==> config.mk <==
export PLATFORM = sky130hd
export DESIGN_NAME = mac_result_fifo_flat
export DESIGN_NICKNAME = d
export VERILOG_FILES = /design/src/rtl/mac_result_fifo_if.sv /design/src/rtl/mac_result_fifo.sv /design/src/flat_wrapper.sv
export SDC_FILE = /design/constraint.sdc
export NUM_CORES = 1
export LEC_CHECK = 0
export ABC_AREA = 0
export CAP_MARGIN = 10
export CELL_PAD_IN_SITES_DETAIL_PLACEMENT = 1
export CELL_PAD_IN_SITES_GLOBAL_PLACEMENT = 1
export CORE_ASPECT_RATIO = 2
export CORE_MARGIN = 2
export CORE_UTILIZATION = 40
export CTS_CLUSTER_SIZE = 25
export DETAILED_ROUTE_END_ITERATION = 16
export GPL_TIMING_DRIVEN = 0
export PLACE_DENSITY = 0.67
export SYNTH_ARGS = -nofsm -noshare
export SYNTH_HDL_FRONTEND = slang
export SYNTH_SLANG_ARGS = --single-unit
export TNS_END_PERCENT = 1
==> constraint.sdc <==
create_clock -name clk -period 3.8 [get_ports clk]
set_input_delay 0.76 -clock clk [delete_from_list [all_inputs] [get_ports clk]]
set_output_delay 0.76 -clock clk [all_outputs]
set_load 0.005 [all_outputs]
==> src/rtl/mac_result_fifo_if.sv <==
// mac_result_fifo_if: capture-side mac bus plus valid/ready drain port of the result FIFO.
interface mac_result_fifo_if #(parameter int AW = 3);
    logic [2:0]  instruction;
    logic        capture;
    logic        stall_in;
    logic        stall;
    logic [31:0] mac_result;
    logic [7:0]  mac_protect;
    logic        out_valid;
    logic        out_ready;
    logic [39:0] out_data;
    logic        out_mode8;
    logic [1:0]  out_ovf;
    logic [AW:0] count;
    modport master (
        output instruction, capture, stall_in, mac_result, mac_protect, out_ready,
        input  stall, out_valid, out_data, out_mode8, out_ovf, count
    );
    modport slave (
        input  instruction, capture, stall_in, mac_result, mac_protect, out_ready,
        output stall, out_valid, out_data, out_mode8, out_ovf, count
    );
endinterface

==> src/rtl/mac_result_fifo.sv <==
// mac_result_fifo: follows tagged instructions through mac's 3-stage pipe and queues their results;
// stalls mac early enough that every tag in flight already owns a FIFO slot.
module mac_result_fifo #(
    parameter int DEPTH = 8,
    parameter int AW    = 3
) (
    input logic clk,
    input logic reset,
    mac_result_fifo_if.slave bus
);
    // tag pipe entries are {tag, mode8}
    logic [1:0]    t1, t2, t3;
    logic [AW-1:0] wr_ptr, rd_ptr;
    logic [AW:0]   cnt, inflight;
    logic [AW+1:0] occ;
    logic [42:0]   mem [DEPTH];
    logic [42:0]   head, last, entry;
    logic [1:0]    ovf;
    logic          advance, push, pop, unused_instr;
    assign unused_instr = ^bus.instruction[1:0];
    assign inflight = (AW+1)'(t1[1]) + (AW+1)'(t2[1]) + (AW+1)'(t3[1]);
    assign occ = {1'b0, cnt} + {1'b0, inflight};
    assign bus.stall = bus.stall_in | (occ >= (AW+2)'(DEPTH));
    assign advance = !bus.stall;
    assign push = t3[1];
    assign pop = bus.out_valid & bus.out_ready;
    // overflow = protect bits are not a plain sign extension of the lane(s) below them
    always_comb ovf = t3[0] ? {bus.mac_protect[7:4] != {4{bus.mac_result[31]}},
                               bus.mac_protect[3:0] != {4{bus.mac_result[15]}}}
                            : {1'b0, bus.mac_protect != {8{bus.mac_result[31]}}};
    assign entry = {ovf, t3[0], bus.mac_protect, bus.mac_result};
    assign head = mem[rd_ptr];
    assign bus.out_valid = cnt != '0;
    assign {bus.out_ovf, bus.out_mode8, bus.out_data} = bus.out_valid ? head : last;
    assign bus.count = cnt;
    always_ff @(posedge clk)
        if (push) mem[wr_ptr] <= entry;
    always_ff @(posedge clk or posedge reset) begin
        if (reset) begin
            t1 <= '0;
            t2 <= '0;
            t3 <= '0;
            wr_ptr <= '0;
            rd_ptr <= '0;
            cnt <= '0;
            last <= '0;
        end else begin
            if (advance) begin
                t1 <= {bus.capture, bus.instruction[2]};
                t2 <= t1;
            end
            t3 <= advance ? t2 : '0;
            if (push) wr_ptr <= wr_ptr + AW'(1);
            if (pop) rd_ptr <= rd_ptr + AW'(1);
            cnt <= cnt + (AW+1)'(push) - (AW+1)'(pop);
            if (bus.out_valid) last <= head;
        end
    end
    assert property (@(posedge clk) disable iff (reset) !(push && cnt == (AW+1)'(DEPTH)));
endmodule

==> src/flat_wrapper.sv <==
// flat-port wrapper written by rule: the top's interface ports become plain ports
module mac_result_fifo_flat 
#(
    parameter int DEPTH = 8,
    parameter int AW    = 3
)
  (clk, reset, bus_instruction, bus_capture, bus_stall_in, bus_mac_result, bus_mac_protect, bus_out_ready, bus_stall, bus_out_valid, bus_out_data, bus_out_mode8, bus_out_ovf, bus_count);
  mac_result_fifo_if #(.AW(AW)) bus_i ();
  input logic clk;
  input logic reset;
  input wire logic [$bits(bus_i.instruction)-1:0] bus_instruction;
  input wire logic [$bits(bus_i.capture)-1:0] bus_capture;
  input wire logic [$bits(bus_i.stall_in)-1:0] bus_stall_in;
  input wire logic [$bits(bus_i.mac_result)-1:0] bus_mac_result;
  input wire logic [$bits(bus_i.mac_protect)-1:0] bus_mac_protect;
  input wire logic [$bits(bus_i.out_ready)-1:0] bus_out_ready;
  output wire logic [$bits(bus_i.stall)-1:0] bus_stall;
  output wire logic [$bits(bus_i.out_valid)-1:0] bus_out_valid;
  output wire logic [$bits(bus_i.out_data)-1:0] bus_out_data;
  output wire logic [$bits(bus_i.out_mode8)-1:0] bus_out_mode8;
  output wire logic [$bits(bus_i.out_ovf)-1:0] bus_out_ovf;
  output wire logic [$bits(bus_i.count)-1:0] bus_count;
  assign bus_i.instruction = bus_instruction;
  assign bus_i.capture = bus_capture;
  assign bus_i.stall_in = bus_stall_in;
  assign bus_i.mac_result = bus_mac_result;
  assign bus_i.mac_protect = bus_mac_protect;
  assign bus_i.out_ready = bus_out_ready;
  assign bus_stall = bus_i.stall;
  assign bus_out_valid = bus_i.out_valid;
  assign bus_out_data = bus_i.out_data;
  assign bus_out_mode8 = bus_i.out_mode8;
  assign bus_out_ovf = bus_i.out_ovf;
  assign bus_count = bus_i.count;
  mac_result_fifo #(.DEPTH(DEPTH), .AW(AW)) u_core (.clk(clk), .reset(reset), .bus(bus_i));
endmodule
[Word-level counts from Yosys, hierarchy flattened]
Memory sizes are Yosys's and may differ from the RTL's.
Cells that the tools add are included.
Cells by class
  add/subtract/negate cells: 7
  multipliers: 0
  divide/modulo/power cells: 0
  order comparisons: 1
  equality and inequality tests: 3
  shift operators: 0
  multiplexer cells: 5
  bitwise logic cells: 2
  reduce and logical (&&, ||, !) cells: 1
Operators by type and width (number)
  43-bit 2-to-1 mux: 1
  4-bit by 1-bit adder with 4-bit output: 2
  4-bit inequality test: 2
  8-bit inequality test: 1
  3-bit by 1-bit adder with 3-bit output (second input constant): 2
  4-bit by 4-bit adder with 5-bit output: 1
  5-bit by 4-bit >= comparator with 1-bit output (second input constant): 1
  2-bit 2-to-1 mux: 2
  4-bit nonzero test: 1
  4-bit by 1-bit subtractor with 4-bit output: 1
  1-bit by 1-bit adder with 2-bit output: 1
  1-bit 2-to-1 mux: 2
  1-bit bitwise AND: 1
  1-bit OR: 1
Storage, ports and cells
  flip-flop bits (word level): 59
  bits in latches: 0
  bits in writable memories: 344
  memory bits (read-only): 0
  input port bits: 48
  output and inout port bits: 49
  logic and storage cells: 27
  memories: 1
Memories
  u_core.mem: words 8, bits a word 43, read ports 1, clocked after memory_dff 0, wr ports 1, line mac_result_fifo.sv:16  | logic [42:0] mem [DEPTH];

[Longest topological paths before layout]
Gate-level depths: netlist (run 1).
  word-level depth: 6
  gate-level depth with buffers: 13
  gate-level depth less buffers: 12

[Least setup slack after synthesis (run 1)]
No wires, ideal clock.
  path type: flip-flop to flip-flop
  from: register u_core.t3[1]
  to: memory u_core.mem[0][0], enable pin
  setup time: 497 ps
  arrival time: 3566 ps
  data required time: 3303 ps
  setup slack: -263 ps
  stages on the path, launching flop included: 3
  path buffers: 0
  clock period less this slack: 4063 ps
  cell sequence: dfrtp_1 > nand2b_1 > nor3_1
On the way
  cells in the longest elaborated chain, start to end: 2
Ends and longest elaborated chain
  from (decl): line mac_result_fifo.sv:12  | logic [1:0] t1, t2, t3;
  from (signal assigned): line mac_result_fifo.sv:52  | t3 <= advance ? t2 : '0;
  1-bit 2-to-1 mux: line mac_result_fifo.sv:37  | if (push) mem[wr_ptr] <= entry;
  1-bit 2-to-1 mux (not written as such): line mac_result_fifo.sv:37
  to (decl): line mac_result_fifo.sv:16
No other way between the ends.

[Worst setup path after layout (run 1)]
  from: register u_core.rd_ptr[2]
  to: output port bus_out_data[3]
On the way
  cells in the longest elaborated chain, start to end: 2
Ends and longest elaborated chain
  from (decl): line mac_result_fifo.sv:13  | logic [AW-1:0] wr_ptr, rd_ptr;
  from (signal assigned): line mac_result_fifo.sv:54  | if (pop) rd_ptr <= rd_ptr + AW'(1);
  memory 8 x 43 bit
  43-bit 2-to-1 mux: line mac_result_fifo.sv:34  | assign {bus.out_ovf, bus.out_mode8, bus.out_data} = bus.out_valid ? head : last;
  to (decl): line flat_wrapper.sv:19  | output wire logic [$bits(bus_i.out_data)-1:0] bus_out_data;
No other way between the ends.

==> reports/summary.txt, run 1 <==
Fill cells -> 3728
I/O Buffers -> 94
Full die area -> 40580 µm²
Commonest non-fill, non-tap cell in the layout -> edfxtp_1
Seq. cell area -> 11810 µm²
Critical path endpoint -> bus_out_data[3]
Slew @ Worst Pin -> 0.9169 ns
Setup CP Type -> flop to output port
Layout cells sized above 1 -> 12.20%
Worst setup path start -> u_core.rd_ptr[2]
Global-route wire length before repair -> 57390 µm
Number of global-route vias before repair -> 9379
FMAX -> 268.6 MHz
Routed Wire Length -> 38290 µm
GPL Wtd Cong -> 0.7405
Mapped Cells -> 918
Area growth from synthesis to layout -> 21.13%
VDD IR max -> 0.0004873 V
Dominant synthesized flop cell -> edfxtp_1
Clock transition at the registers of the reported paths -> 0.07 ns
Root buf cell -> clkbuf_16
Post-Syn Area per Cell -> 16.94 µm²
Commonest cells after routing, fill and taps aside -> edfxtp_1, mux2i_1, clkdlybuf4s50_1, nand2_1, a22oi_1
ANT nets after route -> 0
Gr usage total -> 19.37%
Number of synthesized flops with an enable pin -> 344
Post-route cell area -> 18840 µm²
P_leak -> 0.006897 µW
Max_slew headroom -> 38.73%
Critical Path Start Type -> flop
R2R depth -> 7
Yosys top cell by area -> edfxtp_1
CTS H-Tree Depth -> 2
Status -> completed
Syn Nets -> 982
Post-synth cell types -> 31
Internal Power -> 9933 µW
WP data required -> 3.04 ns
Combinational share of power -> 35.1%
Placed cell area -> 17540 µm²
Finish-stage setup viols -> 0
Worst-path fanout max -> 10
Ports -> 97
Layout Nets -> 1133
Die width -> 143.4 µm
Finished Core Util -> 48.89%
Sw Share -> 31.95%
DR vias -> 8479
Critical Path End Type -> output port
Core region area -> 38540 µm²
Top cells by area, synth -> edfxtp_1, mux2i_1, dfrtp_1, a22oi_1, nand2_1
Max Cap Viol -> 0
TritonCTS Buffers -> 37
Yosys warnings -> 0
Final Slew Violations -> 0
Sequential share of the synthesized area -> 75.90%
Clk buf depth -> 3
Final period util -> 97.97%
Initial Util -> 40.36%
PwrDens -> 774.6 nW/µm²
Cell Rows -> 102
R2R setup slack -> 1.03 ns
Post-Syn Area -> 15550 µm²
Class of the worst hold path -> flop to flop
Synthesis-stage register bit count -> 403
# DRC -> 0
GR Overflow Total -> 0
Crit path time final -> 3.723 ns
Clock Latency Late Sink -> 0.53 ns
RSZ-0062 raised after global routing -> yes
RR Startpoint -> u_core.t1[1]
Fin Hold WS -> 0.4649 ns
DR iter-0 viols -> 499
Sequential power share -> 38.8%
Final hold viol count -> 0
CTS tree -> done
Initial antenna violation count -> 1
Top-area cell type share of the netlist area -> 66.41%
Avg Vias per Cell -> 5.237
DPL Wire Length -> 25200 µm
Crit Reg-Reg Endpoint -> u_core.t2[0]
CP arrival -> 2.96 ns
Power share of the clock group -> 26.1%
Hold Buf Count CTS -> 0
Drt pass-1 iters -> 5
Clk sinks -> 403
Die height -> 282.9 µm
Final Skew -> 0.01588 ns
Largest net degree at the start of global routing -> 48
Area occupied by multi-input gates -> 3571 µm²
Routed WL per cell -> 23.65 µm
Asr flop ratio synth -> 14.64%
Net Switching -> 4662 µW
==> cell families after synthesis <==
family | count (synthesis) | share of synthesized area (%)
xor+xnor | 6 | 0.3378
mux | 181 | 11.70
compound gates | 92 | 4.464
simple gates | 160 | 4.569
buf+inv | 60 | 1.593
fa+ha+maj | 16 | 1.432
flops | 403 | 75.90
==> registers in the layout, indices dropped and copies added (netlist names) <==
name and count:
u_core.last 43, u_core.bus.count 4, u_core.mem 344, u_core.t1 2
u_core.rd_ptr 3, u_core.t3 2, u_core.t2 2, u_core.wr_ptr 3
==> synth_stat cells (all sizes together) (2+ instances only) <==
library cell  number
and2               4
nand3             44
nand2b             3
mux2i            174
nor4               2
nor3               4
nor2               7
fa                 3
inv               13
clkbuf            24
nor2b              2
a21oi              3
ha                13
buf               23
xnor2              4
a22oi             86
mux2               7
edfxtp           344
dfrtp             59
xor2               2
nand2             90
and4               2
==> power by group through the flow <==
stage	logic, µW	registers [µW]	clock network (µW)
detailed placement	5180	5760	0
floorplan	2750	5700	0
finish	5130	5660	3800
global placement	4970	5760	0
global route	5570	5720	4040
CTS	5250	5670	3880
==> cell type report <==
cell class                      instances  area share (%)
Sequential cell                       403           62.67
Multi-Input combinational cell        455           18.95
Clock buffer                           51           5.578
Antenna cell                            1         0.01328
Tap cell                              520           3.453
Inverter                               13          0.2855
Timing Repair Buffer                  113           6.813
Buffer                                 46           1.202
Clock inverter                         17           1.036
==> worst min path at each step <==
stage,start,to,slack [ns],cells after the start
after floorplan,u_core.t2[0],u_core.t2[0],0.45,1
after global placement,u_core.last[37],u_core.last[37],0.45,2
after detailed placement,u_core.last[39],u_core.last[39],0.45,2
after CTS,u_core.last[39],u_core.last[39],0.47,2
after global routing,u_core.last[21],u_core.last[21],0.50,2
final,u_core.last[41],u_core.last[41],0.46,2
==> critical path, cell delays in order, from the launching register on <==
cell	delay, ns
dfrtp_1	0.44
and2_1	0.15
clkbuf_1	0.48
clkbuf_2	0.49
a22oi_1	0.13
nand3_1	0.18
nand2_1	0.09
clkdlybuf4s50_1	0.47
==> per-layer routing <==
metal  GRT usage [%]  share of wire [%]
met2           36.04                 55
met3           2.548                3.7
met5               0                  0
met4           8.648                4.3
met1           21.79                 37
==> stage by stage <==
| step | power, µW | setup WS (ns) | setup TNS (ns) | cells |
|---|---|---|---|---|
| after floorplan | 8452 | -0.2611 | -11.23 | 918 |
| after global placement | 10730 | -3.425 | -473.67 | 1532 |
| after detailed placement | 10940 | -0.1481 | -0.8921 | 1549 |
| after CTS | 14800 | -0.001704 | -0.001704 | 1618 |
| after global routing | 15330 | -0.07635 | -0.6881 | 1619 |
| final | 14600 | 0.07710 | 0 | 1619 |
==> what timing repair did <==
item / 4_1_cts / 5_1_grt
buffers inserted: 2 / 0
pin swaps: 3 / 1
endpoints found under the setup margin: 45 / 32
cloned: 0 / 0
resized for setup: 27 / 4
(Power assumes the default switching activity.)
==> run 2, diff against run 1 <==
--- a/config.mk
+++ b/config.mk
@@ -14,8 +14,9 @@
 export CORE_UTILIZATION = 40
 export CTS_CLUSTER_SIZE = 25
 export DETAILED_ROUTE_END_ITERATION = 16
+export DONT_BUFFER_PORTS = 1
 export GPL_TIMING_DRIVEN = 0
-export PLACE_DENSITY = 0.67
+export PLACE_DENSITY = 0.63
 export SYNTH_ARGS = -nofsm -noshare
 export SYNTH_HDL_FRONTEND = slang
 export SYNTH_SLANG_ARGS = --single-unit
==> run 2 against run 1 <==
Combinational power fell by 19%. Clock skew is 0.0031 ns higher. Worst hold slack got worse by 0.17 ns. Largest cell class unchanged. Largest power group unchanged.
==> reports/summary.txt, run 2 (synthesis gave the netlist of run 1 again) <==
Clk sinks -> 403
PwrDens -> 762.2 nW/µm²
ANT nets after route -> 0
TritonCTS Buffers -> 37
Hold Buf Count CTS -> 0
Layout cells sized above 1 -> 11.58%
RSZ-0062 raised after global routing -> yes
Largest Register -> u_core.mem
Clock transition at the registers of the reported paths -> 0.07 ns
Antenna cells -> 0
Area occupied by multi-input gates -> 3567 µm²
Max_slew headroom -> 38.95%
Crit path time final -> 3.697 ns
Global-route wire length before repair -> 57100 µm
Worst slack, placed -> 0.2938 ns
Seq. cell area -> 11810 µm²
Full die area -> 40580 µm²
DR iter-0 viols -> 426
CP arrival -> 2.94 ns
Critical Path End Type -> output port
Number of global-route vias before repair -> 8940
Cell Rows -> 102
Final Slew Violations -> 0
Die width -> 143.4 µm
Die height -> 282.9 µm
Commonest cells after routing, fill and taps aside -> edfxtp_1, mux2i_1, nand2_1, a22oi_1, dfrtp_1
P_leak -> 0.006442 µW
# DRC -> 0
Clk buf depth -> 3
Fin Hold WS -> 0.2995 ns
Finish-stage setup viols -> 0
Routed WL per cell -> 25.14 µm
I/O Buffers -> 0
FMAX -> 270.5 MHz
CTS tree -> done
Worst Slack Setup Final -> 0.1033 ns
GR Overflow Total -> 0
Core region area -> 38540 µm²
Final hold viol count -> 0
Commonest non-fill, non-tap cell in the layout -> edfxtp_1
Gr usage total -> 19.39%
Status -> completed
Final period util -> 97.28%
Max reg flops -> 344
Drt pass-1 iters -> 6
CTS H-Tree Depth -> 2
VDD IR max -> 0.0003402 V
Final Skew -> 0.01898 ns
WP data required -> 3.04 ns
Ports -> 97
Largest net degree at the start of global routing -> 60
Placed cells -> 1452
GPL Wtd Cong -> 0.7293
Initial Util -> 40.36%
DR vias -> 8084
Final Non-Filler Cells -> 1522
Setup CP Type -> flop to output port
Finished Core Util -> 46.14%
Worst-path fanout max -> 6
Routed Wire Length -> 38260 µm
Avg Vias per Cell -> 5.311
Root buf cell -> clkbuf_16
Layout Nets -> 1041
Fill cells -> 3750
Slew @ Worst Pin -> 0.9136 ns
Area growth from synthesis to layout -> 14.33%
Initial antenna violation count -> 0
Tot Pwr -> 13550 µW
DPL Wire Length -> 24660 µm
Max Cap Viol -> 0
Critical Path Start Type -> flop
Clock Latency Late Sink -> 0.53 ns
Class of the worst hold path -> input port to asynchronous set/reset pin
run 2: layout make-up:
type | count | area share (%)
clock buffer | 44 | 5.410
timing repair buffer | 20 | 1.752
clock inverter | 20 | 1.294
inverter | 13 | 0.2884
multi-input combinational | 455 | 20.06
tap | 520 | 3.658
buffer | 47 | 1.147
sequential | 403 | 66.39
run 2: path summary, 6_finish.rpt:
check / endpoint / cells after the start / startpoint / slack, ns
min reg2reg: u_core.t2[0] / 1 / u_core.t2[0] / 0.48
min: u_core.last[11] / 1 / reset / 0.30
max: bus_stall / 6 / u_core.t2[1] / 0.10
max in group asynchronous: u_core.t3[1] / 1 / reset / 2.87
min in group clk: u_core.mem[4][5] / 0 / bus_mac_result[5] / 0.32
max reg2reg: u_core.bus.count[1] / 13 / u_core.bus.count[2] / 0.52
run 2: power by group:
part           internal, µW  leakage, µW  switching (µW)
Sequential             5430      0.00378             232
Combinational          1450      0.00208            2700
Clock                  2150     0.000587            1590
Total                  9030      0.00644            4530
run 2: per-layer routing:
layer,vias up,GRT usage [%],share of wire (%)
met5,-,0,0
li1,3641,-,-
met4,0,6.687,2.9
met2,178,36.98,56
met3,64,4.101,5.1
met1,4201,20.82,36
run 2: through the flow:
| stage | area [µm²] | setup TNS (ns) |
|---|---|---|
| finish | 17780 | 0 |
| global route | 17780 | -0.01448 |
| CTS | 17730 | -0.2151 |
| detailed placement | 16540 | 0 |
| floorplan | 15560 | -11.23 |
| global placement | 16210 | -482.32 |
run 2: timing repair:
item,in CTS,in global routing
gates resized for setup,4,3
setup buffers,0,6
pin swaps,0,3
setup endpoints to repair,40,1
run 2: critical path, stage by stage (launching register included):
cell and delay, ns:
dfrtp_1 0.42, fa_1 0.49, ha_2 0.20, fa_2 0.33, or4_4 0.50, o31ai_4 0.37
inv_1 0.10
==> run 3, diff against run 2 <==
--- a/config.mk
+++ b/config.mk
@@ -12,7 +12,7 @@
 export CORE_ASPECT_RATIO = 2
 export CORE_MARGIN = 2
 export CORE_UTILIZATION = 40
-export CTS_CLUSTER_SIZE = 25
+export CTS_CLUSTER_SIZE = 14
 export DETAILED_ROUTE_END_ITERATION = 16
 export DONT_BUFFER_PORTS = 1
 export GPL_TIMING_DRIVEN = 0
==> run 3 against run 2 <==
Power shrank 1.3%. Sequential cell count did not move. Core utilization is 0.17 points lower. Routed wire length decreased by 0.23%. Global-route usage shrank 0.095 points. Final cell count did not move. Critical endpoint unchanged. Largest cell class unchanged.
==> reports/summary.txt, run 3 (synthesis gave the netlist of run 1 again) <==
GPL Wtd Cong -> 0.7293
Internal Power -> 8895 µW
Final Slew Violations -> 0
Power share of the clock group -> 26.8%
Routed WL per cell -> 25.08 µm
Status -> completed
Final TNS setup -> 0 ns
Number of global-route vias before repair -> 8882
Cell Rows -> 102
Max_slew headroom -> 38.66%
Worst path slowest cell -> or4_4
Crit path time final -> 3.693 ns
Routed Wire Length -> 38180 µm
Final period util -> 97.20%
Final hold viol count -> 0
DR vias -> 8084
I/O Buffers -> 0
DR iter-0 viols -> 459
Area growth from synthesis to layout -> 13.92%
WP data required -> 3.04 ns
P_leak -> 0.006401 µW
Worst-path fanout max -> 6
Sequential power share -> 42.3%
Slew @ Worst Pin -> 0.9151 ns
ANT nets after route -> 0
TritonCTS Buffers -> 37
Clock transition at the registers of the reported paths -> 0.07 ns
Largest Register -> u_core.mem
Avg Vias per Cell -> 5.311
Setup CP Type -> flop to output port
Drt pass-1 iters -> 4
Critical Path End Type -> output port
Fin Hold WS -> 0.3033 ns
GR Overflow Total -> 0
Antenna cells -> 0
Clock Latency Late Sink -> 0.53 ns
Global-route wire length before repair -> 56840 µm
Tot Pwr -> 13380 µW
CTS H-Tree Depth -> 2
Finished Core Util -> 45.97%
Net Switching -> 4484 µW
Final Skew -> 0.01290 ns
Critical Path Start Type -> flop
Clk sinks -> 403
Die width -> 143.4 µm
Layout Nets -> 1041
Finish-stage setup viols -> 0
RSZ-0062 raised after global routing -> yes
CP arrival -> 2.93 ns
Core region area -> 38540 µm²
Hold Buf Count CTS -> 0
Max Cap Viol -> 0
DPL Wire Length -> 24660 µm
Max reg flops -> 344
Full die area -> 40580 µm²
Initial antenna violation count -> 0
Combinational share of power -> 30.9%
Commonest cells after routing, fill and taps aside -> edfxtp_1, mux2i_1, nand2_1, a22oi_1, dfrtp_1
VDD IR max -> 0.0004555 V
CTS tree -> done
Slowest stage delay, CP -> 0.50 ns
Die height -> 282.9 µm
Placed cells -> 1452
Final Non-Filler Cells -> 1522
Root buf cell -> clkbuf_16
PwrDens -> 755.1 nW/µm²
FMAX -> 270.8 MHz
Sw Share -> 33.52%
Ports -> 97
Largest net degree at the start of global routing -> 60
Commonest non-fill, non-tap cell in the layout -> edfxtp_1
Class of the worst hold path -> input port to asynchronous set/reset pin
Sequence of cells on the critical path -> fa_1 > ha_2 > fa_2 > or4_4 > o31ai_4 > inv_1
# DRC -> 0
Initial Util -> 40.36%
Clk buf depth -> 3
Fill cells -> 3752
Gr usage total -> 19.30%
Layout cells sized above 1 -> 10.88%
## run 3: changes by cell type in the layout (fill, tap and decap cells not counted), sizes merged
cell / previous run / this run
clkinv: 14 / 5
clkbuf: 68 / 80
bufinv: 5 / 2
## run 3: timing repair
action                     CTS  global route
pin swaps                    0             3
resized for setup            4             3
setup buffers                0             6
setup endpoints to repair   40             1
gates cloned                 0             0
## run 3: area by class of cell
cell class	count	area, µm²	area share [%]
sequential	403	11810	66.64
clock buffer	56	1037	5.854
multi-input combinational	455	3567	20.13
timing repair buffer	20	311.5	1.758
tap	520	650.6	3.672
inverter	13	51.30	0.2895
clock inverter	8	90.09	0.5084
buffer	47	203.9	1.151
## run 3: critical path, delay by kind of cell, from the launching register on
family	cells	cell delay, ns
adders and majority gates	3	1.02
and+or+nand+nor	1	0.50
DFF	1	0.42
AOI/OAI and AO/OA	1	0.37
buffers and inverters	1	0.10
## run 3: final timing paths
| kind | endpoint | from | depth (start not counted) | slack [ns] |
|---|---|---|---|---|
| setup reg to reg | u_core.bus.count[1] | u_core.bus.count[2] | 13 | 0.56 |
| setup / recovery | bus_stall | u_core.t2[1] | 6 | 0.11 |
| hold / removal | u_core.last[12] | reset | 1 | 0.30 |
| hold reg to reg | u_core.t2[0] | u_core.t2[0] | 1 | 0.48 |
| min in group clk | u_core.mem[1][8] | bus_mac_result[8] | 0 | 0.32 |
| max in group asynchronous | u_core.t3[1] | reset | 1 | 2.87 |
## run 3: through the flow
step	area, µm²	setup WS [ns]
2_1_floorplan	15560	-0.2611
3_3_place_gp	16210	-3.435
3_5_place_dp	16540	0.2938
4_1_cts	17670	-0.2102
5_1_grt	17720	-0.01400
6_report	17720	0.1066
## run 3: metal layers
layer / share of wire [%] / vias up / routed length (µm) / GRT usage (%)
met5: 0 / - / 0 / 0
met1: 36 / 4235 / 13700 / 20.82
met4: 2.7 / 0 / 1018 / 6.159
met3: 4.9 / 60 / 1858 / 4.117
met2: 57 / 150 / 21610 / 36.91
li1: - / 3639 / - / -
## run 3: power by group through the flow
| stage | clock (µW) | sequential (µW) | combinational, µW |
|---|---|---|---|
| after floorplan | 0 | 5700 | 2750 |
| after global placement | 0 | 5770 | 4010 |
| after detailed placement | 0 | 5770 | 4190 |
| after CTS | 3660 | 5680 | 4210 |
| after global routing | 3790 | 5720 | 4560 |
| final | 3580 | 5660 | 4140 |
